## config.mk

```make
export PLATFORM = sky130hd
export DESIGN_NAME = axi_rr_arbiter
export DESIGN_NICKNAME = d
export VERILOG_FILES = /design/src/rtl/axi_rr_arbiter.sv
export SDC_FILE = /design/constraint.sdc
export NUM_CORES = 1
export LEC_CHECK = 0
export CAP_MARGIN = 15
export CORE_MARGIN = 3
export CORE_UTILIZATION = 45
export DETAILED_ROUTE_END_ITERATION = 10
export PLACE_DENSITY = 0.73
export SLEW_MARGIN = 15
export SYNTH_ARGS = -nofsm -noshare
export SYNTH_HDL_FRONTEND = slang
export SYNTH_SLANG_ARGS = --single-unit
```

## constraint.sdc

```tcl
create_clock -name clk_i -period 2.8 [get_ports clk_i]
set_clock_uncertainty 0.05 [all_clocks]
set_input_delay 0.28 -clock clk_i [delete_from_list [all_inputs] [get_ports clk_i]]
set_output_delay 0.28 -clock clk_i [all_outputs]
set_load 0.03 [all_outputs]
```

## src/rtl/axi_rr_arbiter.sv

```systemverilog
// N-to-1 request arbiter: round-robin or fixed priority, burst locking, stable grant.
// Define AXI_ARB_LOCK_TIMEOUT_EN to release a lock whose owner stays idle for TIMEOUT_CYCLES.
module axi_rr_arbiter #(
    parameter int NUM_REQ        = 4,
    parameter int TIMEOUT_CYCLES = 16,
    localparam int SEL_WIDTH     = (NUM_REQ > 1) ? $clog2(NUM_REQ) : 1
) (
    input  logic                 clk_i,
    input  logic                 rst_i,
    input  logic [NUM_REQ-1:0]   in_req_i,
    input  logic [NUM_REQ-1:0]   in_last_i,
    output logic [NUM_REQ-1:0]   in_ack_o,
    input  logic                 prio_mode_i,
    output logic                 out_req_o,
    output logic                 out_last_o,
    input  logic                 out_ack_i,
    output logic [SEL_WIDTH-1:0] out_sel_o,
    output logic                 timeout_o
);

    typedef enum logic {ST_IDLE = 1'b0, ST_LOCKED = 1'b1} state_t;

    state_t               r_state;
    state_t               w_state_nxt;
    logic [SEL_WIDTH-1:0] r_rr_ptr;
    logic [SEL_WIDTH-1:0] w_rr_ptr_nxt;
    logic [SEL_WIDTH-1:0] r_lock_sel;
    logic [SEL_WIDTH-1:0] w_lock_sel_nxt;
    logic [SEL_WIDTH-1:0] w_winner;
    logic [SEL_WIDTH-1:0] w_sel;
    logic                 w_found;
    logic                 w_any_req;
    logic                 w_out_req;
    logic                 w_last_hs;
    int                   w_rr_idx;

    if (NUM_REQ < 1) begin : g_bad_num_req
        $error("NUM_REQ must be at least 1");
    end
    if (TIMEOUT_CYCLES < 1 || TIMEOUT_CYCLES > 255) begin : g_bad_timeout
        $error("TIMEOUT_CYCLES must be in 1..255");
    end

    // Pointer successor, wrapping NUM_REQ-1 back to 0 (also keeps it at 0 when NUM_REQ = 1).
    function automatic logic [SEL_WIDTH-1:0] f_wrap_inc(input logic [SEL_WIDTH-1:0] v);
        if (int'(v) >= NUM_REQ - 1)
            return '0;
        else
            return v + 1'b1;
    endfunction

    always_comb begin
        w_winner = '0;
        w_found  = 1'b0;
        w_rr_idx = 0;
        for (int i = 0; i < NUM_REQ; i++) begin
            if (prio_mode_i) begin
                w_rr_idx = i;
            end else begin
                w_rr_idx = int'(r_rr_ptr) + i;
                if (w_rr_idx >= NUM_REQ)
                    w_rr_idx = w_rr_idx - NUM_REQ;
            end
            if (!w_found && in_req_i[w_rr_idx]) begin
                w_found  = 1'b1;
                w_winner = SEL_WIDTH'(w_rr_idx);
            end
        end
    end

    assign w_any_req = |in_req_i;

    always_comb begin
        if (r_state == ST_LOCKED) begin
            w_sel     = r_lock_sel;
            w_out_req = in_req_i[r_lock_sel];
        end else begin
            w_sel     = w_winner;
            w_out_req = w_any_req;
        end
        w_last_hs = w_out_req & out_ack_i & in_last_i[w_sel];
    end

`ifdef AXI_ARB_LOCK_TIMEOUT_EN
    logic [7:0] r_idle_cnt;
    logic [7:0] w_idle_cnt_nxt;
    logic       r_timeout;
    logic       w_timeout_nxt;
`endif

    always_comb begin
        w_state_nxt    = r_state;
        w_rr_ptr_nxt   = r_rr_ptr;
        w_lock_sel_nxt = r_lock_sel;
`ifdef AXI_ARB_LOCK_TIMEOUT_EN
        w_idle_cnt_nxt = '0;
        w_timeout_nxt  = 1'b0;
`endif
        case (r_state)
            ST_IDLE: begin
                if (w_last_hs) begin
                    w_rr_ptr_nxt = f_wrap_inc(w_winner);
                end else if (w_any_req) begin
                    // Covers both an un-acked beat and a non-last beat: freeze the choice.
                    w_state_nxt    = ST_LOCKED;
                    w_lock_sel_nxt = w_winner;
                end
            end
            ST_LOCKED: begin
                if (w_last_hs) begin
                    w_state_nxt  = ST_IDLE;
                    w_rr_ptr_nxt = f_wrap_inc(r_lock_sel);
                end
`ifdef AXI_ARB_LOCK_TIMEOUT_EN
                else if (!in_req_i[r_lock_sel]) begin
                    if (r_idle_cnt == 8'(TIMEOUT_CYCLES - 1)) begin
                        w_state_nxt   = ST_IDLE;
                        w_rr_ptr_nxt  = f_wrap_inc(r_lock_sel);
                        w_timeout_nxt = 1'b1;
                    end else begin
                        w_idle_cnt_nxt = r_idle_cnt + 8'd1;
                    end
                end
`endif
            end
            default: w_state_nxt = ST_IDLE;
        endcase
    end

    always_comb begin
        in_ack_o        = '0;
        in_ack_o[w_sel] = out_ack_i & w_out_req;
        out_req_o       = w_out_req;
        out_last_o      = in_last_i[w_sel] & w_out_req;
        out_sel_o       = w_sel;
`ifdef AXI_ARB_LOCK_TIMEOUT_EN
        timeout_o       = r_timeout;
`else
        timeout_o       = 1'b0;
`endif
    end

    always_ff @(posedge clk_i) begin
        if (rst_i) begin
            r_state    <= ST_IDLE;
            r_rr_ptr   <= '0;
            r_lock_sel <= '0;
`ifdef AXI_ARB_LOCK_TIMEOUT_EN
            r_idle_cnt <= '0;
            r_timeout  <= 1'b0;
`endif
        end else begin
            r_state    <= w_state_nxt;
            r_rr_ptr   <= w_rr_ptr_nxt;
            r_lock_sel <= w_lock_sel_nxt;
`ifdef AXI_ARB_LOCK_TIMEOUT_EN
            r_idle_cnt <= w_idle_cnt_nxt;
            r_timeout  <= w_timeout_nxt;
`endif
        end
    end

endmodule

```

==> impl_metrics.toml <==
[outcome]
status = "complete, no violations"

[sta]
period_needed_ns = 2.78
finalSetupViolations = 0
tightest_slew_ns = 0.595
period_share_pct = 99.4
fmax_mhz = 359
hold_viol_final = 0
slew_headroom_pct = 60.3
slew_violations = 0

[placed_design]
place_congestion = 0.968
dpl-instance-area_um2 = 1220
dp_hpwl_um = 2110
numPortBuffers = 19

[logic_synthesis]
synth_top_cell_area_share_pct = 12.2
synth_cell_types = 51
yosys_warnings = 0
synth_top_family_by_area = "compound AO/OA/AOI/OAI gates"
synth-compound-area-share_pct = 32.1
yosys.area_share.simple_pct = 30.1
synth_seq_area_share_pct = 12.2
syn-instance-count = 108
postSynth.asyncResetShare_pct = 0
ys_top_cells_by_count = "10 x inv_1, 7 x nand2_1, 7 x nor3_1"
ys_ff_latch = 5
syn_area_um2 = 822
yosys.area.top_type = "dfxtp_1"
synth_area_per_cell_um2 = 7.61
synth.area.top_cells = "dfxtp_1 12%, mux2i_1 4.9%, inv_1 4.6%"
yosys_most_used_dff = "dfxtp_1"
synthMostInstantiatedCell = "inv_1"
synth_edf_count = 0
synth_xor_xnor_area_share_pct = 1.07
muxShareOfSynthArea_pct = 10.4
mappedNetlistNets = 121
synth_fa_ha_area_share_pct = 1.52

[pwr]
swShare_pct = 47.1
p_leak_nw = 0.622
cellPowerDensity_nw_per_um2 = 726
p_clk_share_pct = 8.7
seqPwrFrac_pct = 13.9
power_frac_comb_pct = 77.4
p_int_uw = 529
ir_drop_mv = 0.602
finalPower_uw = 1000
power_switching_uw = 470

[global_route]
grt_pass1_wl_um = 4530
grt_max_degree = 14
antenna_found_initial = 0
grt_pass1_vias = 964
grt-ovfl-total = 0
track_usage_pct = 24.2

[clock_network]
cts.path.max_buffers = 2
cts.clk_slew.worst_paths_ns = 0.04
cts_num_sinks = 5
clk_latency_ns = 0.25
cts_root_buf = "clkbuf_4"
h-tree-depth = 1
cts_tree = "done"
hold_buffers = 0
cts_made_buffers = 3

[worst_hold_path]
min_path_type = "reg2reg"

[setup_path]
endpoint_kind = "output port"
cp-start-kind = "flip-flop"
critPathKind = "reg2out"
path_max_fanout = 6
required_ns = 2.47
reg2reg_slack_ns = 0.14
cp_data_arrival_time_ns = 2.45

[flow_run]
drv_cap = 0

[floorplan]
rows = 14
dieArea_um2 = 2380
coreArea_um2 = 1610
die_x_um = 48.7
start_util_pct = 51.0
dieHeight_um = 48.7
io_pins = 21

[detailed_routing]
dr.pass1.iters = 4
antenna_left = 0
wl_per_cell_um = 16.2
dr.first_iter.drc_count = 51
via_per_inst = 5.83
drc = 0
vias = 1078
finalWirelength_um = 3000

[finish]
drive_gt1_share_pct = 46.0
num_antenna_cells = 0
area_growth_pct = 67.6
design_area_um2 = 1380
fillers = 106
final_net_count = 175
## worst paths after layout
check	startpoint	to	cells past startpoint
setup / recovery	r_rr_ptr[0]	in_ack_o[1]	11
hold / removal	r_lock_sel[0]	r_lock_sel[0]	1
setup reg to reg	r_rr_ptr[0]	r_rr_ptr[1]	12
hold reg to reg	r_lock_sel[0]	r_lock_sel[0]	1
## layout make-up
type,count,area (µm²),share of cell area (%)
sequential,5,105,7.63
multi-input combinational,86,727,52.8
timing repair buffer,55,445,32.3
inverter,11,43.8,3.18
tap,24,30.0,2.18
clock buffer,4,26.3,1.91
## metal layers
layer	part of all wire (%)	vias up	global-route usage [%]
met5	0	-	0
met4	2.4	0	12.3
met3	4.6	7	3.99
met2	52	44	39.4
met1	41	514	30.6
li1	-	513	-
## cells by family after synthesis
| family | after synthesis |
|---|---|
| other cells | 1 |
| buf+inv | 17 |
| xor+xnor | 1 |
| mux | 6 |
| simple gates | 44 |
| fa+ha+maj | 1 |
| flops | 5 |
| compound gates | 33 |
## power groups by stage
stage | clock, mW | combinational [mW] | sequential [mW]
after floorplan | 0 | 0.406 | 0.111
after global placement | 0 | 0.647 | 0.126
after detailed placement | 0 | 0.664 | 0.128
after CTS | 0.0901 | 0.674 | 0.129
after global routing | 0.0920 | 0.827 | 0.142
final | 0.0867 | 0.774 | 0.139
## per-stage QoR
stage	util, %	hold WS, ns	std cells	setup WS [ns]	setup TNS (ns)
after detailed placement	75.5	0.560	177	-0.376	-3.32
after floorplan	-	0.303	108	-0.0208	-0.0416
after CTS	78.3	0.574	181	0.00717	0
after global routing	85.5	0.607	185	-0.0740	-0.288
after global placement	75.5	0.554	177	-0.327	-2.48
final	85.5	0.571	185	0.0168	0
## state kept, by name (all words and copies together) (netlist names)
register	cells
r_state	1
r_rr_ptr	2
r_lock_sel	2
## layout by cell type (no fill, tap or decap), types with 3 or more instances in the layout
master,instances
dlygate4sd2_1,5
nor2_1,6
o2bb2ai_1,3
buf_6,3
nand2b_1,3
a21oi_1,4
nand3b_1,3
clkdlybuf4s50_1,7
clkbuf_4,3
mux2i_1,4
nor3_1,4
inv_1,10
buf_4,37
nand2_1,7
dfxtp_1,3
## worst max-delay path: stages (launching register included)
cell      delay [ns]
dfxtp_4         0.38
buf_6           0.12
nand2b_4        0.13
a21oi_1         0.09
o32a_2          0.40
and2_4          0.19
o31ai_2         0.17
buf_4           0.15
inv_1           0.04
buf_4           0.14
nor3_2          0.18
buf_4           0.20
## repair_timing
| action | 4_1_cts | 5_1_grt |
|---|---|---|
| gates cloned | 0 | 0 |
| gates resized for setup | 15 | 25 |
| endpoints found under the hold margin | 0 | 0 |
| setup buffers | 0 | 4 |
| pin swaps | 0 | 8 |
| setup endpoints to repair | 11 | 9 |
(Power assumes the default switching activity.)
